## src/rtl/nes_clk_pkg.sv

```systemverilog
// Shared constants for the NES clock-enable generator: default accumulator width,
// channel indices, NTSC increments and the config-path state encoding.
package nes_clk_pkg;

  localparam int ACC_W_DEF = 24;

  localparam int CH_CPU      = 0;
  localparam int CH_PPU      = 1;
  localparam int CH_PPU_SLOW = 2;
  localparam int CH_SHIFT    = 3;
  localparam int CH_VGA      = 4;

  // Increments for a 50 MHz base and a 24-bit accumulator.
  localparam logic [ACC_W_DEF-1:0] INC_CPU = 24'd600548;   // 1.789773 MHz
  localparam logic [ACC_W_DEF-1:0] INC_PPU = 24'd1801644;  // 5.369318 MHz
  localparam logic [ACC_W_DEF-1:0] INC_VGA = 24'd8388608;  // 25 MHz

  typedef enum logic {
    CFG_IDLE = 1'b0,
    CFG_PEND = 1'b1
  } cfg_state_t;

endpackage

```

## src/rtl/nes_nco_ch.sv

```systemverilog
// One fractional NCO channel: phase accumulator, reloadable increment,
// registered carry strobe and a divide-by-two toggle.
module nes_nco_ch
  import nes_clk_pkg::*;
#(
  parameter int               ACC_W   = ACC_W_DEF,
  parameter logic [ACC_W-1:0] INC_RST = {1'b1, {(ACC_W-1){1'b0}}}
) (
  input  logic             clk,
  input  logic             rst,
  input  logic             en,
  input  logic             sync,
  input  logic             ld,
  input  logic [ACC_W-1:0] ld_inc,
  output logic             ce,
  output logic             clk_div,
  output logic             carry,
  output logic             inc_zero
);

  logic [ACC_W-1:0] acc;
  logic [ACC_W-1:0] inc;
  logic [ACC_W:0]   sum;

  assign sum      = {1'b0, acc} + {1'b0, inc};
  assign carry    = sum[ACC_W];
  assign inc_zero = (inc == '0);

  // The increment reload is independent of sync/en so a pending value
  // always lands on the edge the top level picks.
  always_ff @(posedge clk) begin
    if (rst) begin
      inc <= INC_RST;
    end else if (ld) begin
      inc <= ld_inc;
    end
  end

  always_ff @(posedge clk) begin
    if (rst) begin
      acc     <= '0;
      ce      <= 1'b0;
      clk_div <= 1'b0;
    end else if (sync) begin
      acc     <= '0;
      ce      <= 1'b0;
      clk_div <= 1'b0;
    end else if (en) begin
      acc <= sum[ACC_W-1:0];
      ce  <= carry;
      if (carry) clk_div <= ~clk_div;
    end else begin
      ce <= 1'b0;
    end
  end

endmodule

```

## src/rtl/nes_ce_gen.sv

```systemverilog
// Multi-channel clock-enable generator with a single-entry config shadow that
// retunes a channel only on its own strobe boundary.
module nes_ce_gen
  import nes_clk_pkg::*;
#(
  parameter int                      N_CH     = 5,
  parameter int                      ACC_W    = ACC_W_DEF,
  parameter logic [N_CH*ACC_W-1:0]   INC_INIT = {N_CH{1'b1, {(ACC_W-1){1'b0}}}}
) (
  input  logic                    clk_50_clk,
  input  logic                    reset_reset,
  input  logic [N_CH-1:0]         en,
  input  logic                    sync,
  input  logic                    cfg_valid,
  output logic                    cfg_ready,
  input  logic [$clog2(N_CH)-1:0] cfg_ch,
  input  logic [ACC_W-1:0]        cfg_inc,
  output logic                    cfg_err,
  output logic [N_CH-1:0]         ce,
  output logic [N_CH-1:0]         clk_div
);

  localparam int CH_W = $clog2(N_CH);

  cfg_state_t       state, state_nxt;
  logic [CH_W-1:0]  sh_ch;
  logic [ACC_W-1:0] sh_inc;
  logic [N_CH-1:0]  carry, inc_zero, ld;
  logic             accept, ch_ok, apply;

  assign accept = cfg_valid && cfg_ready;
  assign ch_ok  = (int'(cfg_ch) < N_CH);

  always_ff @(posedge clk_50_clk) begin
    if (reset_reset) state <= CFG_IDLE;
    else             state <= state_nxt;
  end

  always_comb begin
    state_nxt = state;
    case (state)
      CFG_IDLE: if (accept && ch_ok) state_nxt = CFG_PEND;
      CFG_PEND: if (apply)           state_nxt = CFG_IDLE;
      default:                       state_nxt = CFG_IDLE;
    endcase
  end

  // A stopped target (disabled or zero increment) never strobes, so it takes
  // the update immediately instead of waiting forever.
  always_comb begin
    cfg_ready = (state == CFG_IDLE);
    apply     = (state == CFG_PEND) &&
                (sync || !en[sh_ch] || inc_zero[sh_ch] || carry[sh_ch]);
    ld        = '0;
    if (apply) ld[sh_ch] = 1'b1;
  end

  // Out-of-range requests are swallowed: flagged, never stored.
  always_ff @(posedge clk_50_clk) begin
    if (reset_reset) begin
      sh_ch   <= '0;
      sh_inc  <= '0;
      cfg_err <= 1'b0;
    end else begin
      cfg_err <= accept && !ch_ok;
      if (accept && ch_ok) begin
        sh_ch  <= cfg_ch;
        sh_inc <= cfg_inc;
      end
    end
  end

  for (genvar i = 0; i < N_CH; i++) begin : g_ch
    nes_nco_ch #(
      .ACC_W   (ACC_W),
      .INC_RST (INC_INIT[i*ACC_W +: ACC_W])
    ) u_ch (
      .clk      (clk_50_clk),
      .rst      (reset_reset),
      .en       (en[i]),
      .sync     (sync),
      .ld       (ld[i]),
      .ld_inc   (sh_inc),
      .ce       (ce[i]),
      .clk_div  (clk_div[i]),
      .carry    (carry[i]),
      .inc_zero (inc_zero[i])
    );
  end

endmodule

```

## config.mk

```make
export PLATFORM = sky130hd
export DESIGN_NAME = nes_ce_gen
export DESIGN_NICKNAME = d
export VERILOG_FILES = /design/src/rtl/nes_clk_pkg.sv /design/src/rtl/nes_nco_ch.sv /design/src/rtl/nes_ce_gen.sv
export SDC_FILE = /design/constraint.sdc
export NUM_CORES = 1
export LEC_CHECK = 0
export CAP_MARGIN = 20
export CELL_PAD_IN_SITES_DETAIL_PLACEMENT = 1
export CELL_PAD_IN_SITES_GLOBAL_PLACEMENT = 2
export CORE_MARGIN = 3
export CORE_UTILIZATION = 43
export CTS_CLUSTER_DIAMETER = 60
export DETAILED_ROUTE_END_ITERATION = 12
export GPL_TIMING_DRIVEN = 0
export PLACE_DENSITY = 0.95
export SETUP_SLACK_MARGIN = 0.05
export SYNTH_ARGS = -nofsm -noshare
export SYNTH_HDL_FRONTEND = slang
export SYNTH_SLANG_ARGS = --single-unit
export TNS_END_PERCENT = 100
```

## constraint.sdc

```tcl
create_clock -name clk_50_clk -period 8.8 [get_ports clk_50_clk]
set_clock_uncertainty 0.1 [all_clocks]
set_input_delay 1.76 -clock clk_50_clk [delete_from_list [all_inputs] [get_ports clk_50_clk]]
set_output_delay 1.76 -clock clk_50_clk [all_outputs]
set_load 0.1 [all_outputs]
```

# Word-level counts from Yosys, hierarchy flattened

Index checks and enable logic that the tools add are counted.

Register bits: 279
Bits of input ports: 36
Output and inout bits: 12
Word-level logic and storage cells: 81

Add/sub/neg operators: 5
Magnitude comparators: 3
Muxes and demuxes: 12
Bitwise operators: 11
Reductions and logical operators: 26

Operators by type and width:

| cell               | number |
|---|---|
| $add 24x24->25     | 5 |
| $logic_not 24->1   | 5 |
| $reduce_or 3->1    | 5 |
| $not 1->1          | 11 |
| $reduce_and 2->1   | 5 |
| $bmux 1 s3         | 3 |
| $mux 1             | 6 |
| $logic_and 1x1->1  | 5 |
| $mux 5             | 1 |
| $lt 3x4->1 const B | 1 |
| $demux 1 s3        | 1 |
| $ge 3x1->1 const B | 1 |
| $logic_or 1x1->1   | 3 |
| $lt 3x3->1 const B | 1 |
| $logic_not 1->1    | 2 |
| $pmux 1 s2         | 1 |
| $reduce_or 2->1    | 1 |

# Logic depth before layout (Yosys ltp)

Gate-level depths: netlist of run 1.

Depth after elaboration: 9
Mapped depth: 11
Mapped depth without buffers: 10

# Hierarchy

Synthesis of run 1 repeated with hierarchy kept, for this count alone.

Cell total of the unflattened synthesis: 1914
Area, all modules: 16763.6 µm²

Modules (own cells, without submodules):

| module                        | times used | cells an instance | area an instance (µm²) | sequential area each (µm²) |
|---|---|---|---|---|
| nes_nco_ch (g_ch[0].u_ch ...) | 3          | 350               | 3123.0                 | 1001.0 |
| nes_nco_ch (g_ch[4].u_ch)     | 1          | 352               | 3051.7                 | 1001.0 |
| nes_nco_ch (g_ch[3].u_ch)     | 1          | 353               | 3027.9                 | 1001.0 |
| nes_ce_gen                    | 1          | 159               | 1315.0                 | 580.6 |

# Worst setup path after synthesis of run 1

OpenSTA, ideal clock, no wires.

Kind: in2reg
Start point: input en[1]
End point: register g_ch[2].u_ch.inc[10]
Setup time: 0.072 ns
Arrival time: 3.872 ns
Data required time: 8.628 ns
Setup slack: 4.757 ns
Stages on the path: 9
Path buffers: 2
Path through: clkbuf_1 mux4_2 a22oi_1 a311oi_1 o311ai_2 or3_4 o2111ai_4 buf_8 mux2i_1

Longest elaborated chain between the ends: 8

RTL lines:

| what                           | line             | source |
|---|---|---|
| start, declared                | nes_ce_gen.sv:12 | `input logic [N_CH-1:0] en,` |
| $bmux 1 s3                     | nes_ce_gen.sv:53 | `(sync \|\| !en[sh_ch] \|\| inc_zero[sh_ch] \|\| carry[sh_ch]);` |
| $mux 1 (implied by the code)   | nes_ce_gen.sv:53 |  |
| $logic_not 1->1                | nes_ce_gen.sv:53 |  |
| $logic_or 1x1->1 (3 in series) | nes_ce_gen.sv:53 |  |
| $logic_and 1x1->1              | nes_ce_gen.sv:52 | `apply = (state == CFG_PEND) &&` |
| $mux 5                         | nes_ce_gen.sv:55 | `if (apply) ld[sh_ch] = 1'b1;` |
| end signal, assigned           | nes_nco_ch.sv:35 | `inc <= ld_inc;` |
| end, declared                  | nes_nco_ch.sv:22 | `logic [ACC_W-1:0] inc;` |

No other way between the ends. The select of a mux whose other input is x is not followed.
A chain may end at the register's enable or synchronous reset.

# Worst setup path in the final report of run 1

Start point: input reset_reset
End point: register g_ch[0].u_ch.acc[3]

Longest elaborated chain between the ends: 1

RTL lines:

| what                             | line             | source |
|---|---|---|
| start, declared                  | nes_ce_gen.sv:11 | `input logic reset_reset,` |
| $reduce_or 2->1 (no source line) | -                |  |
| end signal, assigned             | nes_nco_ch.sv:49 | `acc <= sum[ACC_W-1:0];` |
| end, declared                    | nes_nco_ch.sv:21 | `logic [ACC_W-1:0] acc;` |

No other way between the ends.

==> impl_metrics.py, run 1 <==
metrics = {
    "min_path": {
        "worst_hold_path_type": "reg -> reg",
    },
    "timing": {
        "worst_slack_ps": 4319,
        "setup_tns_ps": 0,
        "drv_slew": 0,
        "worst_pin_slew_ps": 1147,
        "slew-limit-headroom_pct": 23.53,
        "hold_violations": 0,
        "min_period_over_period_pct": 50.93,
        "timing.hold.ws_ps": 375.3,
        "timing.fmax_ghz": 0.2231,
        "finalSetupViolCount": 0,
        "rsz0062_at_grt": "false",
        "period_needed_ps": 4481,
    },
    "route": {
        "drt-total-wl_mm": 53.28,
        "vias": 14549,
        "ant_nets": 0,
        "viasPerCell": 5.845,
        "drcViolationCount": 0,
        "drt-initial-drc-count": 790,
        "routedWlPerCell_um": 21.41,
        "first_pass_iters": 5,
    },
    "placed_design": {
        "placed_cells": 2422,
        "place_ws_ps": 3851,
        "portBuffers": 44,
        "dpl.hpwl_mm": 38.97,
        "gp_congestion": 0.8832,
    },
    "power_and_ir_drop": {
        "p_leak_uw": 0.008201,
        "ir_worst_vdd_uv": 132.0,
        "power_density_nw_per_um2": 165.0,
    },
    "yosys": {
        "syn_inst": 1867,
        "ys_seq_area_share_pct": 33.86,
        "synth_edf_count": 0,
        "synth_cell_types": 79,
        "syn_area_um2": 16500,
        "yosys_warnings": 0,
        "async_flop_share_pct": 0,
        "ys_ff_latch": 279,
        "syn_nets": 2028,
        "ys.flop_type": "dfxtp_1",
        "syn_avg_cell_area_um2": 8.835,
    },
    "clocking": {
        "cts.sinks": 279,
        "clockBufferDepth": 3,
        "cts_made_buffers": 38,
        "holdBufCountCts": 0,
        "post_cts_buffers": 0,
        "root_buffer": "clkbuf_16",
        "cts_max_level": 2,
        "cts_tree": "yes",
        "cts.repair.resized": 0,
        "insertion_delay_ps": 550,
        "path_clk_slew_ps": 60,
    },
    "critical_path": {
        "critPathKind": "in -> reg",
        "cpMaxStageDelayCell": "clkbuf_1",
        "critPathMaxFanout": 10,
        "cp_common_cell": "clkbuf_1",
        "critPathCaptureType": "flop",
        "startpoint_type": "input port",
        "cp.required_ps": 9100,
        "cp_cell_sequence": "clkdlybuf4s50_1 -> or2_2 -> clkbuf_1 -> clkbuf_1 -> buf_1 -> nor2_1",
        "crit_arrival_ps": 4780,
        "critPathMaxStageDelay_ps": 910,
    },
    "grt": {
        "overflow": 0,
        "grt_pass1_vias": 15292,
        "gr-usage-all-layers_pct": 25.67,
        "grt_max_degree": 13,
        "antenna_found_initial": 1,
        "grt_pass1_wl_mm": 83.77,
    },
    "cells_and_area": {
        "diodes": 0,
        "final_common_cell": "dfxtp_1",
        "final_cell_mix": "dfxtp_1 (279), mux2i_1 (181), nor2_1 (172)",
        "drive_gt1_share_pct": 5.713,
        "stdcell_count": 2489,
        "nNetsFinal": 2112,
        "fin_util_pct": 50.03,
        "syn_to_final_growth_pct": 14.52,
    },
    "die": {
        "die_x_um": 201.9,
        "rows": 71,
        "pin_count": 48,
        "core_area_um2": 37760,
        "start_util_pct": 43.69,
        "die_h_um": 201.9,
        "die_area_um2": 40750,
    },
    "outcome": {
        "status": "completed",
    },
    "flow_run": {
        "maxCapViolations": 0,
    },
}
## metrics by stage
step,power [uW],area [um2]
3_5_place_dp,1519,17580
6_report,3116,18890
5_1_grt,3203,18890
2_1_floorplan,1436,16500
3_3_place_gp,1513,17580
4_1_cts,3137,18890
## cell type report
class                           instances  area (um2)
Clock inverter                         18       231.5
Multi-Input combinational cell       1465       10340
Inverter                               32       120.1
Buffer                                 91       445.4
Clock buffer                           49        1084
Sequential cell                       279        5585
Timing Repair Buffer                   44       440.4
Fill cell                            4406       18860
Tap cell                              511       639.4
## critical path: cells and delay by family
family | cells | cell delay (ps)
buffers and inverters | 4 | 2700
and+or+nand+nor | 2 | 290
## path summary, 6_finish.rpt
check / startpoint / to / slack, ps / cells after the start
worst max register to register: g_ch[1].u_ch.inc[0]$_SDFFE_PP0P_ / g_ch[4].u_ch.inc[13]$_SDFFE_PP0P_ / 4870 / 11
worst min register to register: g_ch[1].u_ch.acc[21]$_SDFFE_PP0P_ / g_ch[1].u_ch.acc[21]$_SDFFE_PP0P_ / 380 / 2
worst min-delay path: g_ch[1].u_ch.acc[21]$_SDFFE_PP0P_ / g_ch[1].u_ch.acc[21]$_SDFFE_PP0P_ / 380 / 2
worst max-delay path: reset_reset / g_ch[0].u_ch.acc[3]$_SDFFE_PP0P_ / 4320 / 6
## cells by family (layout without fill, tap and decap cells)
logic type	after synthesis	count (layout)	synth area share [%]
mux	183	183	11.19
flops	279	279	33.86
simple gates	649	649	19.96
compound gates	426	426	17.50
xor+xnor	82	82	4.354
buf+inv	123	234	3.428
fa+ha+maj	125	125	9.709
## metal layers
metal	vias up	GRT usage, %	share of wire (%)
met5	-	0	0
met4	0	10.09	4.1
met3	119	4.075	5.2
met2	371	43.53	47
met1	7118	32.81	44
li1	6941	-	-
## where the power goes
group          internal [uW]  leakage [uW]  total, uW  switching [uW]
Clock                    996      0.000633       1620             625
Combinational           69.8       0.00532        204             134
Sequential              1280       0.00225       1290            13.2
Total                   2340       0.00820       3120             773
## cell usage after synthesis (all sizes together) (9+ instances only)
library cell	instances	area (um2)
dfxtp	279	5585
mux2i	181	1812
nor2	172	645.6
a21oi	135	679.4
nand2b	132	825.8
nand2	122	457.9
ha	120	1501
o21ai	66	349.1
xnor2	61	534.3
nand3	60	300.3
clkbuf	57	214.0
a21o	51	382.9
nor3	38	200.2
buf	34	231.5
a211oi	32	240.2
inv	31	116.4
nor4	27	168.9
o21bai	24	180.2
xor2	21	183.9
o21a	18	135.1
and3	15	93.84
nand4	15	93.84
a31oi	14	102.6
or3	13	86.33
o211ai	12	90.09
o22ai	12	81.33
nand3b	9	67.56
nor3b	9	72.57
## registers in the layout (all words and copies together), names as in the netlist
| signal | count |
|---|---|
| sh_ch | 3 |
| sh_inc | 24 |
| g_ch.u_ch.inc | 120 |
| g_ch.u_ch.clk_div | 5 |
| g_ch.u_ch.ce | 5 |
| cfg_err | 1 |
| g_ch.u_ch.acc | 120 |
| state | 1 |
(Power assumes the default switching activity.)
==> inputs of run 2 (changes only) <==
- CORE_UTILIZATION: 43 -> 39
- PLACE_DENSITY: 0.95 -> 0.91
- clock period: 8.8 -> 4.2 ns (I/O delays scaled with it)
==> run 2 against run 1 <==
Against the previous run: first-iteration DRC count up 8.9%; routed wire length up 1.0%; via count about the same; combinational power up 110%; largest cell class unchanged; total power up 120%; worst hold slack worse by 0.96 ps; cell area up 0.78%; largest power group unchanged.
==> impl_metrics.py, run 2 (synthesis gave the netlist of run 1 again) <==
metrics = {
    "critical_path": {
        "crit_family": "compound AO/OA/AOI/OAI gates",
        "worstReg2RegStart": "g_ch[1].u_ch.inc[0]$_SDFFE_PP0P_",
        "critPathKind": "reg -> reg",
        "cp.required_ps": 4570,
        "worstSetupStartpoint": "g_ch[1].u_ch.inc[0]$_SDFFE_PP0P_",
        "crit_arrival_ps": 4260,
        "critPathMaxStageDelay_ps": 490,
        "cp_common_cell": "o21a_1",
        "startpoint_type": "flop",
        "cpMaxStageDelayCell": "a31oi_1",
        "worst-path-buf-inv": 1,
        "critPathCaptureType": "flop",
        "critPathMaxFanout": 10,
        "cp_cell_sequence": "ha_1 -> fa_1 -> a211oi_1 -> o21a_1 -> a2bb2oi_1 -> o21ai_2 -> a31oi_1 -> o21a_1 -> a21o_1 -> buf_2 -> mux2i_1",
    },
    "grt": {
        "gr-usage-all-layers_pct": 24.05,
        "antenna_found_initial": 1,
        "grt_pass1_vias": 15105,
        "overflow": 0,
        "grt_pass1_wl_mm": 84.86,
        "grt_max_degree": 15,
    },
    "placed_design": {
        "portBuffers": 44,
        "gp_congestion": 0.8506,
        "dpl.hpwl_mm": 39.40,
        "dpl-instance-area_um2": 17600,
        "placed_cells": 2443,
    },
    "clocking": {
        "cts_made_buffers": 39,
        "cts_max_level": 2,
        "path_clk_slew_ps": 60,
        "clockBufferDepth": 3,
        "cts.sinks": 279,
        "post_cts_buffers": 0,
        "holdBufCountCts": 0,
        "cts_tree": "yes",
        "root_buffer": "clkbuf_16",
        "insertion_delay_ps": 560,
        "cts.repair.resized": 0,
    },
    "cells_and_area": {
        "fin_util_pct": 46.10,
        "largest_registers": "g_ch.u_ch.acc (120), g_ch.u_ch.inc (120), sh_inc (24)",
        "syn_to_final_growth_pct": 15.41,
        "nNetsFinal": 2113,
        "final_area_um2": 19040,
        "diodes": 0,
        "final_common_cell": "dfxtp_1",
        "final_cell_mix": "dfxtp_1 (279), mux2i_1 (181), nor2_1 (172)",
        "stdcell_count": 2514,
        "drive_gt1_share_pct": 5.853,
    },
    "timing": {
        "finalSetupViolCount": 0,
        "worst_pin_slew_ps": 1100,
        "hold_violations": 0,
        "timing.fmax_ghz": 0.2569,
        "rsz0062_at_grt": "false",
        "min_period_over_period_pct": 92.70,
        "slew-limit-headroom_pct": 26.66,
        "setup_tns_ps": 0,
        "period_needed_ps": 3893,
        "drv_slew": 0,
        "timing.hold.ws_ps": 374.3,
    },
    "power_and_ir_drop": {
        "power_density_nw_per_um2": 358.0,
        "p_leak_uw": 0.008263,
        "ir_worst_vdd_uv": 241.9,
    },
    "route": {
        "ant_nets": 0,
        "routedWlPerCell_um": 21.41,
        "vias": 14555,
        "drcViolationCount": 0,
        "drt-initial-drc-count": 860,
        "viasPerCell": 5.790,
        "first_pass_iters": 5,
        "drt-total-wl_mm": 53.83,
    },
    "die": {
        "core_area_um2": 41290,
        "die_x_um": 211.7,
        "die_area_um2": 44800,
        "start_util_pct": 39.95,
        "pin_count": 48,
        "rows": 74,
        "die_h_um": 211.7,
    },
    "min_path": {
        "min_from": "g_ch[0].u_ch.acc[15]$_SDFFE_PP0P_",
        "worst_hold_path_type": "reg -> reg",
    },
    "outcome": {
        "status": "completed",
    },
    "flow_run": {
        "maxCapViolations": 0,
    },
}
-- run 2: path summary, 6_finish.rpt --
path / slack (ps) / end / cells after the start
max: 310 / g_ch[4].u_ch.inc[12]$_SDFFE_PP0P_ / 11
min: 370 / g_ch[0].u_ch.acc[15]$_SDFFE_PP0P_ / 2
max reg2reg: 310 / g_ch[4].u_ch.inc[12]$_SDFFE_PP0P_ / 11
min reg2reg: 370 / g_ch[0].u_ch.acc[15]$_SDFFE_PP0P_ / 2
-- run 2: layout make-up --
| cell class | instances | area (um2) |
|---|---|---|
| clock buffers | 50 | 1099 |
| fillers | 4812 | 22260 |
| plain buffers | 91 | 445.4 |
| inverters | 32 | 120.1 |
| multi-input cells | 1465 | 10340 |
| well taps | 532 | 665.6 |
| flip-flops and latches | 279 | 5585 |
| repair buffers | 44 | 440.4 |
| clock inverters | 21 | 337.8 |
-- run 2: tightest hold or removal path: stages (launching register included) --
cell and delay (ps):
dfxtp_1 310, nand2_1 60, a21oi_1 50
-- run 2: through the flow --
stage | total power [uW] | setup slack (ps)
3_5_place_dp | 3184 | 45.13
3_3_place_gp | 3175 | 57.66
5_1_grt | 7019 | 119.9
4_1_cts | 6875 | 339.9
2_1_floorplan | 3010 | 984.0
6_report | 6815 | 306.7
-- run 2: layer usage --
| layer | wire [um] | track usage [%] | up-vias |
|---|---|---|---|
| li1 | - | - | 6958 |
| met1 | 23860 | 31.23 | 7153 |
| met2 | 25310 | 40.95 | 346 |
| met3 | 2859 | 3.245 | 98 |
| met4 | 1791 | 8.753 | 0 |
| met5 | 0 | 0 | - |
-- run 2: report_power, final --
part / internal (uW) / switching, uW / total (uW)
logic: 146 / 282 / 428
registers: 2680 / 27.1 / 2700
clock network: 2310 / 1370 / 3680
total: 5130 / 1680 / 6820
